### src/rtl/convert_fixed_to_float_seq.sv
// Multi-cycle converter from 32-bit two's-complement fixed point to IEEE-754 single.
// Normalization is a fixed 5-step binary-search left shift, giving a constant 6-cycle latency.
//
// state | meaning
// IDLE  | waiting for START; operand captured on the accepting edge
// NORM  | five shift steps of 16,8,4,2,1 that bring the leading one to bit 31
// PACK  | assemble sign/exponent/mantissa into FLOAT, pulse DONE
module convert_fixed_to_float_seq #(
  parameter int FRAC = 30
) (
  input  logic        CLK,
  input  logic        RST,
  input  logic        START,
  input  logic [31:0] FIXED,
  output logic [31:0] FLOAT,
  output logic        BUSY,
  output logic        DONE
);

  typedef enum logic [1:0] {IDLE = 2'd0, NORM = 2'd1, PACK = 2'd2} state_t;

  state_t      state_q, state_d;
  logic [2:0]  step_q, step_d;
  logic [31:0] m_q, m_d;
  logic [4:0]  k_q, k_d;
  logic        s_q, s_d;
  logic        z_q, z_d;
  logic [31:0] float_q, float_d;
  logic        done_q, done_d;

  logic [5:0]  sh;
  logic        top_zero;
  logic [9:0]  exp_w;

  always_ff @(posedge CLK) begin
    if (RST) begin
      state_q <= IDLE;
      step_q  <= 3'd0;
      m_q     <= 32'd0;
      k_q     <= 5'd0;
      s_q     <= 1'b0;
      z_q     <= 1'b0;
      float_q <= 32'd0;
      done_q  <= 1'b0;
    end else begin
      state_q <= state_d;
      step_q  <= step_d;
      m_q     <= m_d;
      k_q     <= k_d;
      s_q     <= s_d;
      z_q     <= z_d;
      float_q <= float_d;
      done_q  <= done_d;
    end
  end

  always_comb begin
    state_d = state_q;
    case (state_q)
      IDLE:    if (START) state_d = NORM;
      NORM:    if (step_q == 3'd4) state_d = PACK;
      PACK:    state_d = IDLE;
      default: state_d = IDLE;
    endcase
  end

  // Shift amount halves each step; the top S bits being zero means the leading one is lower.
  assign sh       = 6'd16 >> step_q;
  assign top_zero = ((m_q >> (6'd32 - sh)) == 32'd0);
  assign exp_w    = 10'd158 - {5'd0, k_q} - 10'(FRAC);

  always_comb begin
    step_d  = step_q;
    m_d     = m_q;
    k_d     = k_q;
    s_d     = s_q;
    z_d     = z_q;
    float_d = float_q;
    done_d  = 1'b0;
    case (state_q)
      IDLE: begin
        if (START) begin
          s_d    = FIXED[31];
          m_d    = FIXED[31] ? (32'd0 - FIXED) : FIXED;
          z_d    = (FIXED == 32'd0);
          k_d    = 5'd0;
          step_d = 3'd0;
        end
      end
      NORM: begin
        if (top_zero) begin
          m_d = m_q << sh;
          k_d = k_q + sh[4:0];
        end
        step_d = step_q + 3'd1;
      end
      PACK: begin
        float_d = z_q ? 32'd0 : {s_q, exp_w[7:0], m_q[30:8]};
        done_d  = 1'b1;
      end
      default: ;
    endcase
  end

  always_comb begin
    BUSY  = (state_q != IDLE);
    DONE  = done_q;
    FLOAT = float_q;
  end

endmodule

### config.mk
export PLATFORM = sky130hd
export DESIGN_NAME = convert_fixed_to_float_seq
export DESIGN_NICKNAME = d
export VERILOG_FILES = /design/src/rtl/convert_fixed_to_float_seq.sv
export SDC_FILE = /design/constraint.sdc
export NUM_CORES = 1
export LEC_CHECK = 0
export CAP_MARGIN = 5
export CORE_UTILIZATION = 64
export DETAILED_ROUTE_END_ITERATION = 10
export GPL_TIMING_DRIVEN = 0
export HOLD_SLACK_MARGIN = 0.06
export PLACE_DENSITY = 0.95
export SYNTH_ARGS = -nofsm -noshare
export SYNTH_HDL_FRONTEND = slang
export SYNTH_SLANG_ARGS = --single-unit
### constraint.sdc
create_clock -name CLK -period 8.6 [get_ports CLK]
set_input_delay 1.72 -clock CLK [delete_from_list [all_inputs] [get_ports CLK]]
set_output_delay 1.72 -clock CLK [all_outputs]
set_load 0.05 [all_outputs]
==> flow_summary_export.csv, run 1 <==
group,metric,value,unit
timing,setup-tns-final,0,ps
timing,worst_pin_slew,882,ps
worst_hold_path,min_path_type,"reg2reg",
route,remaining_drc_errors,0,
timing,finalHoldViolations,0,
floorplan,die_w,112,um
run,maxCapViolCount,0,
setup_path,crit_required,8820,ps
placement,hpwl,22300,um
final_layout,finalNetCount,1103,
placement,gp_congestion,1.02,
synthesis,synth_nets,1025,
synthesis,synth_commonest_cells,"mux2i_1 (122), nor2_1 (110), nand2_1 (95)",
floorplan,fp.coreArea,11600,um2
floorplan,pin_count,69,
final_layout,drive_gt1_share,9.51,%
route,postRouteAntennaNets,0,
cts,ctsResizeCount,0,
cts,cts_tree,"yes",
synthesis,synth_area,7740,um2
final_layout,final_area,8880,um2
setup_path,arrival,4850,ps
cts,ctsHoldBuffers,0,
timing,slew-limit-headroom,40.6,%
final_layout,nFillCells,828,
grt,grt_pass1_vias,8416,
route,post_drt_via_cell_ratio,7.36,
floorplan,die_y,112,um
route,num_vias,8863,
cts,cts_buffer_depth,2,
cts,root_buffer,"clkbuf_16",
synthesis,yosys_warnings,0,
synthesis,synth_edf_count,0,
floorplan,initial_utilization,66.7,%
final_layout,num_antenna_cells,0,
setup_path,path_max_fanout,10,
synthesis,synth.most_common_cell,"mux2i_1",
grt,antenna_found_initial,1,
synthesis,yosysSeqAreaShare,19.9,%
timing,drv_slew,0,
run_status,outcome,"finished clean",
synthesis,synth.area.top_cells,"dfxtp_1 (20%), mux2i_1 (16%), mux4_2 (8.4%), nor2_1 (5.3%), a21oi_1 (4.7%)",
floorplan,num_rows,39,
placement,placed_cells,1189,
cts,post_cts_buffers,0,
timing,setup_violations,0,
synthesis,synthFlopType,"dfxtp_1",
floorplan,dieArea,12500,um2
grt,overflow,0,
timing,fin_skew,11.1,ps
timing,rsz0062_at_grt,"no",
final_layout,final_cells,1205,
placement,numPortBuffers,67,
cts,insertion_delay,360,ps
synthesis,post_synth.cell_area_avg,7.91,um2
route,wl_per_cell,25.1,um
route,first_iter_violations,1450,
final_layout,area_growth,14.6,%
synthesis,synth.distinct_cells,69,
grt,grt_max_degree,16,
cts,htree_levels,3,
synthesis,synth_top_area_share,19.9,%
timing,post-route-min-period,4630,ps
route,firstDrtPassIters,8,
setup_path,end_kind,"register",
placement,placedInstanceArea,8590,um2
setup_path,path_class,"reg2reg",
cts,cts_sinks,77,
synthesis,ys_ff_latch,77,
grt,grt_pass1_wl,46600,um
synthesis,synth_top_cell_by_area,"dfxtp_1",
grt,grt_use_total,48.2,%
timing,max_clock_freq,216,MHz
pwr,p_per_area,153,nW/um2
pwr,peakVddDrop,156,uV
pwr,p_leak,3.35,nW
synthesis,netlist_instances,979,
cts,cts.reportedPaths.clkPinSlew,70,ps
setup_path,critPathLaunchType,"register",
cts,cts_made_buffers,9,
route,wl,30300,um
synthesis,synthArstFlopShare,0,%
timing,fin_crit_sh,53.9,%
-- cell usage in the layout (no fill, tap or decap), types with 16 or more instances in the layout --
cell type          n
xor2_1            27
mux2i_1          122
nor4_1            18
nand2_1           95
buf_2             17
dfxtp_1           77
clkdlybuf4s50_1   67
nor3b_1           26
o21ai_0           48
mux4_2            29
nor2_1           110
a21oi_1           72
nor3_1            22
clkbuf_1          66
nand3_1           16
-- final timing paths --
kind,startpoint,end,slack (ps),cells past startpoint
worst min register to register,FLOAT[28],FLOAT[28],460,2
worst max register to register,step_q[2],m_q[9],3970,15
worst max-delay path,step_q[2],m_q[9],3970,15
worst min-delay path,FLOAT[28],FLOAT[28],460,2
-- logic make-up after synthesis --
family,Yosys count,share of synthesized area (%)
and+or+nand+nor,339,21.4
AOI/OAI and AO/OA,236,19.7
adders and majority gates,14,2.26
xor gates and xnor gates,37,4.18
DFF,77,19.9
buffers and inverters,121,7.74
muxes,155,24.8
-- where the power goes --
group          leakage, nW  switching (mW)  internal, mW
Combinational         2.60           0.367         0.217
Sequential           0.626          0.0277         0.379
Clock                0.134           0.166         0.199
-- state kept, by name, indices dropped and copies added (netlist names) --
register / flops
m_q: 32
FLOAT: 32
state_q: 2
step_q: 3
DONE: 1
z_q: 1
s_q: 1
k_q: 5
-- routing by layer --
layer  global-route usage (%)  share of wire [%]  up-vias
met3                     16.8                 16      177
met1                     61.2                 36     4124
met4                     25.0                5.8        0
li1                         -                  -     3751
met2                     72.4                 42      811
met5                        0                  0        -
-- stage by stage --
| step | power (mW) | hold WS [ps] | worst slack, ps | utilization, % |
|---|---|---|---|---|
| finish | 1.35 | 464 | 3970 | 76.4 |
| global route | 1.39 | 491 | 3920 | 76.4 |
| CTS | 1.31 | 465 | 4210 | 76.4 |
| detailed placement | 0.956 | 449 | 3890 | 74.0 |
| global placement | 0.949 | 442 | 3960 | 74.0 |
| floorplan | 0.781 | 432 | 4710 | - |
-- layout make-up --
cell class | count | area [um2] | share of cell area [%]
clock buffers | 9 | 225 | 2.54
repair buffers | 67 | 671 | 7.56
flip-flops and latches | 77 | 1540 | 17.4
well taps | 143 | 179 | 2.02
plain buffers | 106 | 543 | 6.12
inverters | 15 | 56.3 | 0.634
clock inverters | 7 | 57.6 | 0.648
multi-input cells | 781 | 5600 | 63.1
-- worst max-delay path, cell delays in order, from the launching register on --
cell and delay (ps):
dfxtp_1 490, buf_6 200, buf_6 180, buf_4 210
inv_1 160, ha_1 320, buf_6 170, or4_4 510
o211ai_1 170, clkbuf_1 440, o31ai_2 160, a211oi_2 510
buf_6 220, buf_4 240, mux2i_1 410, nor2_1 90
No activity file was read; power rests on OpenSTA's default activity.
==> inputs of run 2 (changes only) <==
--- a/config.mk
+++ b/config.mk
@@ -6,11 +6,11 @@
 export NUM_CORES = 1
 export LEC_CHECK = 0
 export CAP_MARGIN = 5
-export CORE_UTILIZATION = 64
+export CORE_UTILIZATION = 54
 export DETAILED_ROUTE_END_ITERATION = 10
 export GPL_TIMING_DRIVEN = 0
 export HOLD_SLACK_MARGIN = 0.06
-export PLACE_DENSITY = 0.95
+export PLACE_DENSITY = 0.86
 export SYNTH_ARGS = -nofsm -noshare
 export SYNTH_HDL_FRONTEND = slang
 export SYNTH_SLANG_ARGS = --single-unit
==> constraint.sdc (replaced) <==
create_clock -name CLK -period 4.1 [get_ports CLK]
set_input_delay 0.82 -clock CLK [delete_from_list [all_inputs] [get_ports CLK]]
set_output_delay 0.82 -clock CLK [all_outputs]
set_load 0.05 [all_outputs]
==> run 2 against run 1 <==
Against the previous run: the run now ends with design-rule violations left; cell count grew 3.3%; worst setup slack lost 3800 ps; critical endpoint is now m_q[30]; via count shrank 3.9%; combinational power grew 110%; sequential share of layout area shrank 0.23 points; non-clock buffer count grew 3; clock power grew 120%; sequential cell count is the same; first-iteration DRC count shrank 23%.
==> flow_summary_export.csv, run 2 (synthesis results as in run 1) <==
group,metric,value,unit
timing,worst_slack,188,ps
placement,placedInstanceArea,8640,um2
setup_path,crit_required,4370,ps
route,num_vias,8520,
timing,slew-limit-headroom,47.0,%
worst_hold_path,min_path_type,"reg2reg",
final_layout,num_antenna_cells,0,
final_layout,area_growth,16.3,%
grt,grt_pass1_wl,44900,um
route,first_iter_violations,1119,
timing,post-route-min-period,3910,ps
grt,overflow,0,
final_layout,final_common_cell,"mux2i_1",
floorplan,dieArea,14800,um2
final_layout,final_area,9000,um2
timing,max_clock_freq,256,MHz
placement,hpwl,22000,um
timing,fin_skew,7.19,ps
final_layout,drive_gt1_share,10.6,%
final_layout,nFillCells,1212,
pwr,p_leak,3.39,nW
cts,root_buffer,"clkbuf_16",
grt,grt_use_total,40.1,%
floorplan,fp.coreArea,13900,um2
setup_path,arrival,4180,ps
timing,rsz0062_at_grt,"no",
cts,cts_sinks,77,
cts,cts_tree,"yes",
floorplan,num_rows,43,
final_layout,final_cell_mix,"mux2i_1 (122), nor2_1 (110), nand2_1 (95)",
grt,grt_max_degree,17,
route,remaining_drc_errors,1,
placement,gp_congestion,1.04,
cts,cts.reportedPaths.clkPinSlew,70,ps
route,postRouteAntennaNets,0,
route,firstDrtPassIters,10,
grt,grt_pass1_vias,8021,
floorplan,pin_count,69,
route,post_drt_via_cell_ratio,6.84,
timing,finalHoldViolations,0,
pwr,p_per_area,321,nW/um2
setup_path,end_kind,"register",
timing,worst_pin_slew,785,ps
route,wl_per_cell,23.6,um
route,wl,29400,um
placement,numPortBuffers,67,
setup_path,critPathLaunchType,"register",
pwr,peakVddDrop,257,uV
run_status,violations,"design-rule violations",
run_status,outcome,"finished with violations",
cts,cts_made_buffers,9,
floorplan,initial_utilization,55.6,%
timing,fin_crit_sh,95.4,%
timing,drv_slew,0,
cts,insertion_delay,350,ps
cts,ctsHoldBuffers,0,
floorplan,die_w,122,um
cts,htree_levels,3,
timing,whs,453,ps
floorplan,die_y,122,um
setup_path,path_class,"reg2reg",
final_layout,final_util,64.6,%
timing,setup_violations,0,
final_layout,finalNetCount,1106,
grt,antenna_found_initial,0,
setup_path,path_max_fanout,19,
cts,cts_buffer_depth,2,
placement,post-place-ws,-256,ps
run,maxCapViolCount,0,
==> run 2: cell count changes in the layout (fill, tap and decap cells not counted), sizes merged <==
cell and change:
buf +3, clkinv -2, clkinvlp +1, inv +1
==> run 2: critical path, cell delays in order (launching register included) <==
cell and delay, ps:
dfxtp_2 410, buf_6 180, buf_6 240, clkinvlp_4 200
ha_2 260, buf_6 150, or4_4 510, o211a_1 170
buf_6 150, a21oi_4 130, nand3_2 120, o31ai_4 310
a211oi_4 140, buf_4 170, or4_1 520, a21oi_1 170
==> run 2: worst paths after layout <==
check,to,depth (start not counted),slack [ps],start
min,s_q,2,450,s_q
min reg2reg,s_q,2,450,s_q
max,m_q[30],15,190,step_q[2]
max reg2reg,m_q[30],15,190,step_q[2]
==> run 2: stage by stage <==
stage	power, mW	instances	TNS, ps
floorplan	1.64	979	0
CTS	2.80	1243	0
global placement	1.99	1226	-2930
finish	2.89	1245	0
global route	2.97	1245	0
detailed placement	2.00	1226	-3470
==> run 2: what timing repair did <==
action / CTS / global route
gates resized for setup: 5 / 9
pin swaps: 1 / 1
endpoints found under the setup margin: 37 / 37
setup buffers: 1 / 3
==> run 2: cell type report <==
type	instances	area [um2]	share of cell area (%)
inverters	15	60.1	0.667
multi-input cells	781	5640	62.7
clock buffers	9	225	2.50
clock inverters	7	63.8	0.709
plain buffers	105	544	6.04
flip-flops and latches	77	1540	17.1
repair buffers	71	701	7.78
well taps	180	225	2.50
==> run 2: report_power, final <==
part           switching [mW]  internal (mW)
Sequential             0.0527          0.793
Clock                   0.384          0.425
Combinational           0.770          0.467
==> run 2: per-layer routing <==
metal | part of all wire (%) | track usage [%] | routed length [um]
met5 | 0 | 0 | 0
met4 | 5.1 | 21.4 | 1510
met3 | 13 | 11.6 | 3890
met2 | 43 | 60.7 | 12600
met1 | 39 | 51.4 | 11400
==> inputs of run 3 (changes only) <==
--- a/config.mk
+++ b/config.mk
@@ -10,7 +10,7 @@
 export DETAILED_ROUTE_END_ITERATION = 10
 export GPL_TIMING_DRIVEN = 0
 export HOLD_SLACK_MARGIN = 0.06
-export PLACE_DENSITY = 0.86
+export PLACE_DENSITY = 0.78
 export SYNTH_ARGS = -nofsm -noshare
 export SYNTH_HDL_FRONTEND = slang
 export SYNTH_SLANG_ARGS = --single-unit
==> run 3 against run 2 <==
Against the previous run: largest power group unchanged; clock power shrank 7.8%; critical endpoint is now m_q[26]; sequential cell count is the same; the flow now finishes without violations; die area is the same; combinational power is essentially flat; wire length shrank 0.56%; worst setup slack lost 110 ps; register-to-register slack lost 110 ps.
==> flow_summary_export.csv, run 3 (synthesis results as in run 1) <==
group,metric,value,unit
timing,setup_violations,0,
grt,antenna_found_initial,0,
grt,grt_pass1_wl,44900,um
timing,worst_slack,80.6,ps
grt,grt_use_total,40.2,%
route,remaining_drc_errors,0,
setup_path,arrival,4220,ps
timing,finalHoldViolations,0,
timing,slew-limit-headroom,47.6,%
cts,cts_buffer_depth,2,
route,firstDrtPassIters,6,
timing,worst_pin_slew,775,ps
setup_path,cp_num_buf_inv,8,
setup_path,critPathMostFrequentCell,"buf_6",
setup_path,path_max_fanout,10,
timing,max_clock_freq,249,MHz
worst_hold_path,hold_depth,2,
pwr,swShare,40.7,%
setup_path,crit_cells,15,
route,first_iter_violations,1117,
timing,setup-tns-final,0,ps
route,wl,29200,um
setup_path,crit_required,4300,ps
grt,overflow,0,
cts,cts_made_buffers,9,
cts,cts_tree,"yes",
final_layout,final_util,64.1,%
pwr,peakVddDrop,288,uV
setup_path,slowest_delay,510,ps
setup_path,r2r_cells,15,
run_status,outcome,"finished clean",
route,num_vias,8426,
placement,hpwl,22100,um
grt,grt_max_degree,15,
setup_path,path_class,"reg2reg",
final_layout,final_common_cell,"mux2i_1",
cts,cts.reportedPaths.clkPinSlew,60,ps
pwr,p_per_area,315,nW/um2
worst_hold_path,min_path_type,"reg2reg",
timing,whs,457,ps
route,post_drt_via_cell_ratio,6.78,
placement,numPortBuffers,67,
setup_path,path_delay_family,"buffers and inverters",
pwr,power.share.clock,26.5,%
final_layout,drive_gt1_share,10.1,%
floorplan,die_y,122,um
floorplan,dieArea,14800,um2
setup_path,critPathLaunchType,"register",
setup_path,slowest_stage,"or4_4",
route,wl_per_cell,23.5,um
timing,post-route-min-period,4020,ps
setup_path,crit_path_cell_trace,"buf_6 > buf_6 > buf_4 > inv_1 > ha_2 > buf_6 > or4_4 > o211ai_1 > clkbuf_4 > o31ai_2 > a211oi_2 > buf_6 > buf_2 > mux2i_1 > nor2_1",
cts,htree_levels,3,
cts,cts_sinks,77,
timing,rsz0062_at_grt,"no",
timing,fin_crit_sh,98.0,%
pwr,power,2.81,mW
final_layout,finalNetCount,1104,
final_layout,final_cell_mix,"mux2i_1 (122), nor2_1 (110), nand2_1 (95)",
route,postRouteAntennaNets,0,
cts,root_buffer,"clkbuf_16",
setup_path,end_kind,"register",
pwr,internal-power,1.67,mW
timing,fin_skew,7.57,ps
floorplan,fp.coreArea,13900,um2
placement,post-place-ws,-199,ps
pwr,p_leak,3.37,nW
placement,gp_congestion,1.01,
pwr,p_seq_share,30.2,%
floorplan,num_rows,43,
final_layout,num_antenna_cells,0,
timing,drv_slew,0,
floorplan,initial_utilization,55.6,%
floorplan,die_w,122,um
grt,grt_pass1_vias,7763,
pwr,switchingPower,1.15,mW
floorplan,pin_count,69,
run,maxCapViolCount,0,
cts,insertion_delay,350,ps
pwr,share_comb_of_total_power,43.3,%
final_layout,area_growth,15.4,%
run 3: what timing repair did:
item	CTS	global route
setup endpoints to repair	37	35
pin swaps	1	1
resized for setup	2	7
buffers inserted	1	0
endpoints found under the hold margin	0	0
hold buffers	0	0
run 3: layer usage:
metal	GRT usage, %	up-vias	part of all wire (%)
li1	-	3755	-
met1	54.4	3960	40
met2	59.3	615	43
met3	11.9	96	13
met4	16.7	0	3.6
met5	0	-	0
run 3: layout make-up:
| type | count | area [um2] |
|---|---|---|
| Tap cell | 180 | 225 |
| Inverter | 15 | 56.3 |
| Clock inverter | 6 | 46.3 |
| Timing Repair Buffer | 68 | 678 |
| Buffer | 106 | 549 |
| Sequential cell | 77 | 1540 |
| Fill cell | 1231 | 5000 |
| Multi-Input combinational cell | 781 | 5610 |
| Clock buffer | 10 | 229 |
run 3: stage by stage:
stage               cell area [um2]  std cells
floorplan                      7740        979
global placement               8640       1226
detailed placement             8640       1226
CTS                            8930       1243
global route                   8940       1243
finish                         8940       1243
run 3: power groups by stage:
stage / clock (mW) / combinational, mW / sequential, mW
6_report: 0.746 / 1.22 / 0.850
3_3_place_gp: 0 / 1.14 / 0.859
5_1_grt: 0.777 / 1.27 / 0.852
3_5_place_dp: 0 / 1.15 / 0.861
2_1_floorplan: 0 / 0.800 / 0.839
4_1_cts: 0.747 / 1.16 / 0.845
run 3: final timing paths:
| check | from | endpoint | slack [ps] |
|---|---|---|---|
| setup / recovery | step_q[2] | m_q[26] | 80 |
| hold / removal | FLOAT[28] | FLOAT[28] | 460 |
| hold reg to reg | FLOAT[28] | FLOAT[28] | 460 |
| setup reg to reg | step_q[2] | m_q[26] | 80 |
run 3: worst register-to-register path, stage by stage (launching register included):
cell and delay (ps):
dfxtp_2 400, buf_6 180, buf_6 190, buf_4 220, inv_1 160, ha_2 260, buf_6 150, or4_4 510
o211ai_1 190, clkbuf_4 300, o31ai_2 110, a211oi_2 400, buf_6 220, buf_2 310, mux2i_1 240, nor2_1 50
